### src/rtl/dds_sweep_ctrl.sv
// dds_sweep_ctrl: stepped frequency-sweep scheduler feeding a DDS accumulator's inc_in/sync_i.
// Single, sawtooth-repeat and triangle sweeps with a per-step dwell; config is shadowed at start.
module dds_sweep_ctrl #(
    parameter int INC_BITS   = 32,
    parameter int DWELL_BITS = 24
) (
    input  logic                  clk,
    input  logic                  rst,
    input  logic                  start,
    input  logic                  abort,
    input  logic [INC_BITS-1:0]   cfg_start_inc,
    input  logic [INC_BITS-1:0]   cfg_stop_inc,
    input  logic [INC_BITS-1:0]   cfg_step,
    input  logic [DWELL_BITS-1:0] cfg_dwell,
    input  logic [1:0]            cfg_mode,
    output logic [INC_BITS-1:0]   inc_out,
    output logic                  sync_o,
    output logic                  busy,
    output logic                  done,
    output logic                  dir_o
);
    typedef enum logic [2:0] {IDLE, SYNC, DWELL, STEP, FINISH} state_t;
    state_t state, state_n;
    logic [DWELL_BITS-1:0] cnt, cnt_n, s_dm1, cfg_dm1;
    logic [INC_BITS-1:0] s_start, s_stop, s_step, tgt, tgt_n, inc_n, nxt;
    logic [1:0] s_mode;
    logic [INC_BITS:0] up, dn;
    logic sync_n, busy_n, done_n, dir_n, load, tri_m;
    // dwell is stored as remaining-cycles-minus-one so a dwell of 0 behaves as 1
    assign cfg_dm1 = (cfg_dwell == '0) ? '0 : cfg_dwell - DWELL_BITS'(1);
    assign tri_m = (s_mode == 2'd2);
    assign up = {1'b0, inc_out} + {1'b0, s_step};
    assign dn = {1'b0, inc_out} - {1'b0, s_step};
    // carry/borrow or overshoot past the current target clamps onto it
    assign nxt = (s_step == '0) ? tgt :
                 dir_o ? ((up[INC_BITS] || up[INC_BITS-1:0] > tgt) ? tgt : up[INC_BITS-1:0]) :
                         ((dn[INC_BITS] || dn[INC_BITS-1:0] < tgt) ? tgt : dn[INC_BITS-1:0]);
    always_comb begin
        state_n = state;
        cnt_n = cnt;
        inc_n = inc_out;
        tgt_n = tgt;
        dir_n = dir_o;
        sync_n = 1'b0;
        done_n = 1'b0;
        busy_n = busy;
        load = 1'b0;
        if (abort) begin
            state_n = IDLE;
            busy_n = 1'b0;
        end else begin
            case (state)
                IDLE, FINISH: begin
                    state_n = IDLE;
                    if (start) begin
                        load = 1'b1;
                        state_n = SYNC;
                        inc_n = cfg_start_inc;
                        tgt_n = cfg_stop_inc;
                        dir_n = cfg_stop_inc >= cfg_start_inc;
                        cnt_n = cfg_dm1;
                        sync_n = 1'b1;
                        busy_n = 1'b1;
                    end
                end
                default: begin
                    if (cnt != '0) begin
                        cnt_n = cnt - DWELL_BITS'(1);
                        state_n = DWELL;
                    end else if (inc_out != tgt) begin
                        inc_n = nxt;
                        cnt_n = s_dm1;
                        state_n = STEP;
                        // triangle turns around on arrival so the endpoint is held only once
                        if (tri_m && nxt == tgt) begin
                            dir_n = ~dir_o;
                            tgt_n = (tgt == s_stop) ? s_start : s_stop;
                        end
                    end else if (s_mode == 2'd1) begin
                        inc_n = s_start;
                        cnt_n = s_dm1;
                        sync_n = 1'b1;
                        state_n = SYNC;
                    end else if (tri_m) begin
                        dir_n = ~dir_o;
                        cnt_n = s_dm1;
                        state_n = STEP;
                    end else begin
                        done_n = 1'b1;
                        busy_n = 1'b0;
                        state_n = FINISH;
                    end
                end
            endcase
        end
    end
    always_ff @(posedge clk or posedge rst) begin
        if (rst) begin
            state <= IDLE;
            cnt <= '0;
            inc_out <= '0;
            tgt <= '0;
            dir_o <= 1'b0;
            sync_o <= 1'b0;
            done <= 1'b0;
            busy <= 1'b0;
            s_start <= '0;
            s_stop <= '0;
            s_step <= '0;
            s_dm1 <= '0;
            s_mode <= '0;
        end else begin
            state <= state_n;
            cnt <= cnt_n;
            inc_out <= inc_n;
            tgt <= tgt_n;
            dir_o <= dir_n;
            sync_o <= sync_n;
            done <= done_n;
            busy <= busy_n;
            if (load) begin
                s_start <= cfg_start_inc;
                s_stop <= cfg_stop_inc;
                s_step <= cfg_step;
                s_dm1 <= cfg_dm1;
                s_mode <= cfg_mode;
            end
        end
    end
endmodule
### config.mk
export PLATFORM = sky130hd
export DESIGN_NAME = dds_sweep_ctrl
export DESIGN_NICKNAME = d
export VERILOG_FILES = /design/src/rtl/dds_sweep_ctrl.sv
export SDC_FILE = /design/constraint.sdc
export NUM_CORES = 1
export LEC_CHECK = 0
export CAP_MARGIN = 40
export CORE_MARGIN = 1
export CORE_UTILIZATION = 60
export CTS_CLUSTER_DIAMETER = 80
export DETAILED_ROUTE_END_ITERATION = 7
export PLACE_DENSITY = 0.82
export SLEW_MARGIN = 10
export SYNTH_ARGS = -nofsm -noshare
export SYNTH_HDL_FRONTEND = slang
export SYNTH_SLANG_ARGS = --single-unit
### constraint.sdc
create_clock -name clk -period 9.4 [get_ports clk]
set_input_delay 1.88 -clock clk [delete_from_list [all_inputs] [get_ports clk]]
set_output_delay 1.88 -clock clk [all_outputs]
set_load 0.02 [all_outputs]
==> results of run 1 <==
power by group through the flow:
| stage | clock network, uW | registers, uW | logic (uW) |
|---|---|---|---|
| 4_1_cts | 1130 | 1490 | 5060 |
| 5_1_grt | 1170 | 1530 | 5570 |
| 3_3_place_gp | 0 | 1490 | 4960 |
| 3_5_place_dp | 0 | 1500 | 5010 |
| 6_report | 1130 | 1520 | 5270 |
| 2_1_floorplan | 0 | 1410 | 3400 |
Yosys cell counts, types with 37 or more instances:
library cell	instances	share of area (%)
a21o_1	44	1.7
a21oi_1	145	3.7
clkbuf_1	112	2.2
dfrtp_1	216	28
ha_1	164	11
inv_1	147	2.8
mux2i_1	44	2.3
nand2_1	322	6.2
nand3_1	37	0.95
nand4_1	37	1.2
nor2_1	143	2.8
nor3_1	51	1.3
nor4_1	45	1.4
o211ai_1	57	2.2
o21ai_0	178	4.6
or4_1	45	1.7
xnor2_1	106	4.8
xor2_1	49	2.2
cells by family after synthesis:
logic type	Yosys count	synth area share, %
muxes	54	2.84
DFF	216	27.8
adders and majority gates	166	10.8
xor gates and xnor gates	155	6.98
AOI/OAI and AO/OA	734	25.5
and+or+nand+nor	801	19.8
buffers and inverters	306	6.29
cells in the final DEF (no fill, tap or decap), types with 9 or more instances in the layout:
| master | count |
|---|---|
| a211oi_1 | 26 |
| a21boi_0 | 36 |
| a21o_1 | 43 |
| a21oi_1 | 145 |
| a221oi_1 | 13 |
| a22oi_1 | 12 |
| a31oi_1 | 22 |
| and2_1 | 12 |
| and3_1 | 12 |
| buf_4 | 38 |
| clkbuf_16 | 27 |
| clkdlybuf4s50_1 | 161 |
| dfrtp_1 | 216 |
| ha_1 | 164 |
| inv_1 | 146 |
| mux2_2 | 10 |
| mux2i_1 | 44 |
| nand2_1 | 322 |
| nand2b_1 | 19 |
| nand3_1 | 37 |
| nand4_1 | 37 |
| nor2_1 | 139 |
| nor2b_1 | 22 |
| nor3_1 | 50 |
| nor4_1 | 44 |
| o211ai_1 | 57 |
| o21ai_0 | 178 |
| o21bai_1 | 9 |
| o221ai_1 | 13 |
| o22ai_1 | 21 |
| o31ai_1 | 33 |
| or3_1 | 22 |
| or4_1 | 45 |
| xnor2_1 | 106 |
| xor2_1 | 49 |
flip-flops by register name, summed over array words and instances, names as in the netlist:
register	flops
tgt	32
s_step	32
s_start	32
dir_o	1
cnt	24
s_stop	32
sync_o	1
busy	1
s_mode	2
done	1
inc_out	32
state	2
s_dm1	24
worst reg2reg max path, cell delays in order, from the launching register on:
cell	delay, ps
dfrtp_1	560
ha_1	240
inv_1	60
fa_1	420
a211o_1	300
a211o_1	350
a21boi_1	540
a311o_1	330
a211oi_1	140
nor2_1	140
xnor2_1	160
ha_1	290
a21oi_1	140
a21boi_0	120
a211oi_1	380
a311oi_1	110
o21ai_0	420
or2_1	550
a21oi_2	310
buf_4	270
a32oi_1	200
o2111ai_1	180
or4_1	840
buf_4	350
or4_1	540
o211ai_1	130
stage by stage:
step,worst slack [ps],std cells
after floorplan,1610,2432
after global placement,1490,2882
after detailed placement,1440,2891
after CTS,1400,2941
after global routing,991,2942
final,1240,2942
how the worst min path moves through the flow:
stage	endpoint	slack [ps]	cells past startpoint
2_1_floorplan	s_dm1[2]	440	2
3_3_place_gp	s_dm1[16]	460	2
3_5_place_dp	s_dm1[10]	470	2
4_1_cts	s_dm1[19]	480	2
5_1_grt	s_dm1[23]	510	2
6_report	s_dm1[21]	480	2
routing by layer:
layer  global-route usage [%]  vias up  share of wire, %
met2                     71.6     1456                44
met1                     58.5     9630                38
met4                     23.2        2               6.0
met3                     7.88      281                12
li1                         -     9021                 -
met5                        0        -             0.016
final cells by class:
class	instances	area share [%]
Multi-Input combinational cell	1910	57.5
Sequential cell	216	24.1
Timing Repair Buffer	209	9.29
Clock buffer	38	3.47
Inverter	155	2.63
Tap cell	402	2.25
Clock inverter	12	0.766
==> flow_summary.toml, run 1 <==
[sta]
setup_viol = 0
slew_headroom_pct = 34.2
finalCritPeriodShare_pct = 86.8
finalMaxSlewViolations = 0
rsz0062_at_grt = "no"
finalSetupTns_ps = 0
final_hold_viol_count = 0
hold_slack_ps = 483
worst_pin_slew_ps = 981
fin_crit_ps = 8160
fin_skew_ps = 29.5
fmax_ghz = 0.123

[setup_path]
required_ps = 9900
cp_top_family = "compound AO/OA/AOI/OAI gates"
max_stage_delay_ps = 840
ff2ff_path_depth = 25
arrival_ps = 8670
crit_start = "s_step[0]"
crit_path_start_kind = "register"
r2r-end = "tgt[15]"
cp_slowest_cell = "or4_1"
endpoint = "tgt[15]"
worst-path-buf-inv = 3
end_kind = "register"
path_class = "reg -> reg"
crit_cells = 25
reg2reg_slack_ps = 1240
rr_startpoint = "s_step[0]"
path_max_fanout = 22

[power]
power.total_uw = 7910
p_leak_uw = 0.00967
ir_drop_v = 0.000199
comb_power_share_pct = 66.6
seqPwrFrac_pct = 19.2
switching_share_pct = 53.1
internal_power_uw = 3710
clkPwrFrac_pct = 14.2
p_switching_uw = 4200
power_density_mw_per_mm2 = 353

[layout]
antennaDiodeCount = 0
nets = 2811
regArea_mm2 = 0.00541
area_growth_pct = 15.1
final.fill_count = 2467
drive_above_1_share_pct = 6.06
multi_input_area_mm2 = 0.0129
final_area_mm2 = 0.0224
utilization_pct = 70.6

[floorplan]
die_h_um = 182
core_mm2 = 0.0317
dieArea_mm2 = 0.0331
initial_utilization_pct = 61.3
row_count = 65
die_w_um = 182
io_pins = 162

[synthesis]
synth-seq-cells = 216
yosysWarnings = 0
synth_nets = 2724
syn_inst = 2432
synth_area_mm2 = 0.0194
ys_types = 94
ys_seq_area_share_pct = 27.8
synth_edf_count = 0
synth.avg_cell_area_um2 = 8.00
synthArstFlopShare_pct = 100
synth_ff_type = "dfrtp_1"

[drt]
vias = 20400
drc_errors = 0
drt_pre_antenna_iters = 6
viasPerCell = 6.93
drt_iter0_markers = 3087
wl_mm = 75.4
drtAntennaViolNets = 0
wire_per_inst_um = 25.6

[cts]
cts_setup_buffers = 0
cts_sinks = 216
cts.clk_slew.worst_paths_ps = 60
h-tree-depth = 1
cts.repair.resized = 0
clk_latency_ps = 600
hold_buffers = 0
clk_path_buf_depth = 3
cts_tree = "yes"
cts_root_buf = "clkbuf_16"
numCtsBuffers = 27

[global_routing]
grt_pass1_wl_mm = 114
grt_pass1_vias = 19700
grt_start_max_net_pins = 100
antenna_found_initial = 1
grt-ovfl-total = 0
grt.total_usage_pct = 45.0

[outcome]
status = "finished, final reports clean"

[min_path]
hold_path_class = "reg -> reg"
holdCritStartpoint = "s_dm1[21]"

[place]
dpl_cell_area_mm2 = 0.0214
gp_congestion = 1.05
hpwl_mm = 57.6
io_buffers = 161

[run]
maxCapViolations = 0
No activity file was read; power rests on OpenSTA's default activity.
==> inputs of run 2 (changes only) <==
- CORE_UTILIZATION: 60 -> 34
- GPL_TIMING_DRIVEN: not set -> 0
- PLACE_DENSITY: 0.82 -> not set
- SETUP_SLACK_MARGIN: not set -> 0.15
==> run 2 against run 1 <==
Against the previous run:
- sequential power is essentially flat
- worst hold slack worse by 5.8 ps
- maximum frequency is 11% lower
- critical path type unchanged
- highest routed layer is now met4
- core utilization shrank 30 points
- first-iteration DRC count down 30%
- critical endpoint is now tgt[0]
==> flow_summary.toml, run 2 (synthesis results as in run 1) <==
[place]
pre_cts_ws_ps = 694
gp_congestion = 1.00
dpl_cell_area_mm2 = 0.0222
io_buffers = 160
hpwl_mm = 72.1

[sta]
finalSetupTns_ps = 0
worst_pin_slew_ps = 1010
finalCritPeriodShare_pct = 97.4
fin_skew_ps = 28.3
fmax_ghz = 0.109
rsz0062_at_grt = "no"
hold_slack_ps = 477
slew_headroom_pct = 32.6
setup_viol = 0
fin_crit_ps = 9160
finalMaxSlewViolations = 0
final_hold_viol_count = 0
setup_ws_ps = 241

[power]
power.total_uw = 8010
power_density_mw_per_mm2 = 346
p_leak_uw = 0.00977
ir_drop_v = 0.000156

[layout]
final_cell_mix = "nand2_1, dfrtp_1, o21ai_0, ha_1, clkdlybuf4s50_1"
final_common_cell = "nand2_1"
area_growth_pct = 19.1
nets = 2936
drive_above_1_share_pct = 5.45
antennaDiodeCount = 0
final_area_mm2 = 0.0232

[global_routing]
grt_pass1_wl_mm = 130
grt-ovfl-total = 0
antenna_found_initial = 0
grt_pass1_vias = 20200
grt_start_max_net_pins = 97
grt.total_usage_pct = 30.3

[floorplan]
io_pins = 162
die_h_um = 241
core_mm2 = 0.0565
die_w_um = 241
dieArea_mm2 = 0.0582
row_count = 87
initial_utilization_pct = 34.4

[setup_path]
path_max_fanout = 10
reg2reg_slack_ps = 240
path_class = "reg -> reg"
end_kind = "register"
r2r-end = "tgt[0]"
crit_start = "inc_out[20]"
ff2ff_path_depth = 25
endpoint = "tgt[0]"
arrival_ps = 9590
crit_path_start_kind = "register"
rr_startpoint = "inc_out[20]"
required_ps = 9830

[drt]
drt_pre_antenna_iters = 7
wire_per_inst_um = 26.0
drt_iter0_markers = 2149
vias = 20200
drtAntennaViolNets = 0
viasPerCell = 5.90
drc_errors = 0
wl_mm = 89.0

[cts]
hold_buffers = 0
h-tree-depth = 1
clk_latency_ps = 610
clk_path_buf_depth = 3
cts.repair.resized = 0
cts.clk_slew.worst_paths_ps = 60
cts_setup_buffers = 0
cts_tree = "yes"
cts_sinks = 216
numCtsBuffers = 28
cts_root_buf = "clkbuf_16"

[run]
maxCapViolations = 0

[min_path]
hold_path_class = "reg -> reg"

[outcome]
status = "finished, final reports clean"
[run 2: cell types whose count changed in the layout (fill, tap and decap cells not counted), moves of 4 or more]
cell      previous run  this run
buf_1                1        11
buf_2                1        27
buf_4               38         3
buf_6                0        12
clkbuf_1             5       119
nor2_1             139       143
[run 2: layout make-up]
class | count | area [um2]
buffer | 151 | 642
clock buffer | 43 | 837
clock inverter | 5 | 78.8
fill | 5780 | 33300
inverter | 155 | 589
multi-input combinational | 1910 | 12800
sequential | 216 | 5410
tap | 756 | 946
timing repair buffer | 182 | 1840
[run 2: worst min-delay path by stage]
stage,from,endpoint,slack [ps],depth (start not counted)
after floorplan,s_dm1[2],s_dm1[2],440,2
after detailed placement,s_dm1[13],s_dm1[13],470,2
after CTS,s_dm1[13],s_dm1[13],480,2
after global routing,s_dm1[7],s_dm1[7],500,2
final,s_dm1[4],s_dm1[4],480,2
after global placement,s_dm1[16],s_dm1[16],460,2
[run 2: metrics by stage]
step                utilization (%)  cells
detailed placement             39.4   3369
floorplan                         -   2432
global route                   41.0   3418
finish                         41.0   3418
CTS                            41.0   3417
global placement               38.9   3348
[run 2: power breakdown]
| part | leakage, uW | total (uW) | switching (uW) | internal [uW] |
|---|---|---|---|---|
| clock network | 0.000449 | 1090 | 453 | 637 |
| registers | 0.00260 | 1500 | 350 | 1140 |
| logic | 0.00672 | 5420 | 3510 | 1910 |
[run 2: layer usage]
layer	wire length, um	GRT usage (%)	up-vias
met5	0	0	-
met4	4940	15.3	0
met3	4970	3.26	193
met2	41400	50.7	833
met1	37700	38.7	9883
li1	-	-	9258
[run 2: worst max-delay path, cell delays in order, from the launching register on]
cell,delay [ps]
dfrtp_1,570
ha_1,300
clkbuf_1,220
nand4_1,430
nor4_1,100
and2_1,180
a221oi_1,730
nand2_1,350
a21o_1,270
xnor2_1,380
ha_1,330
and4_1,230
a211oi_1,720
a311oi_1,280
o21ai_0,760
nor2_1,160
buf_6,200
clkbuf_1,310
a22oi_1,460
o22ai_1,190
nor4_1,320
a41oi_1,170
buf_4,210
o21ai_1,550
buf_2,390
o211ai_1,160
==> inputs of run 3 (changes only) <==
- TNS_END_PERCENT: not set -> 50
==> results of run 3 <==
The final DEF is identical to that of run 2; final timing and power are the same.
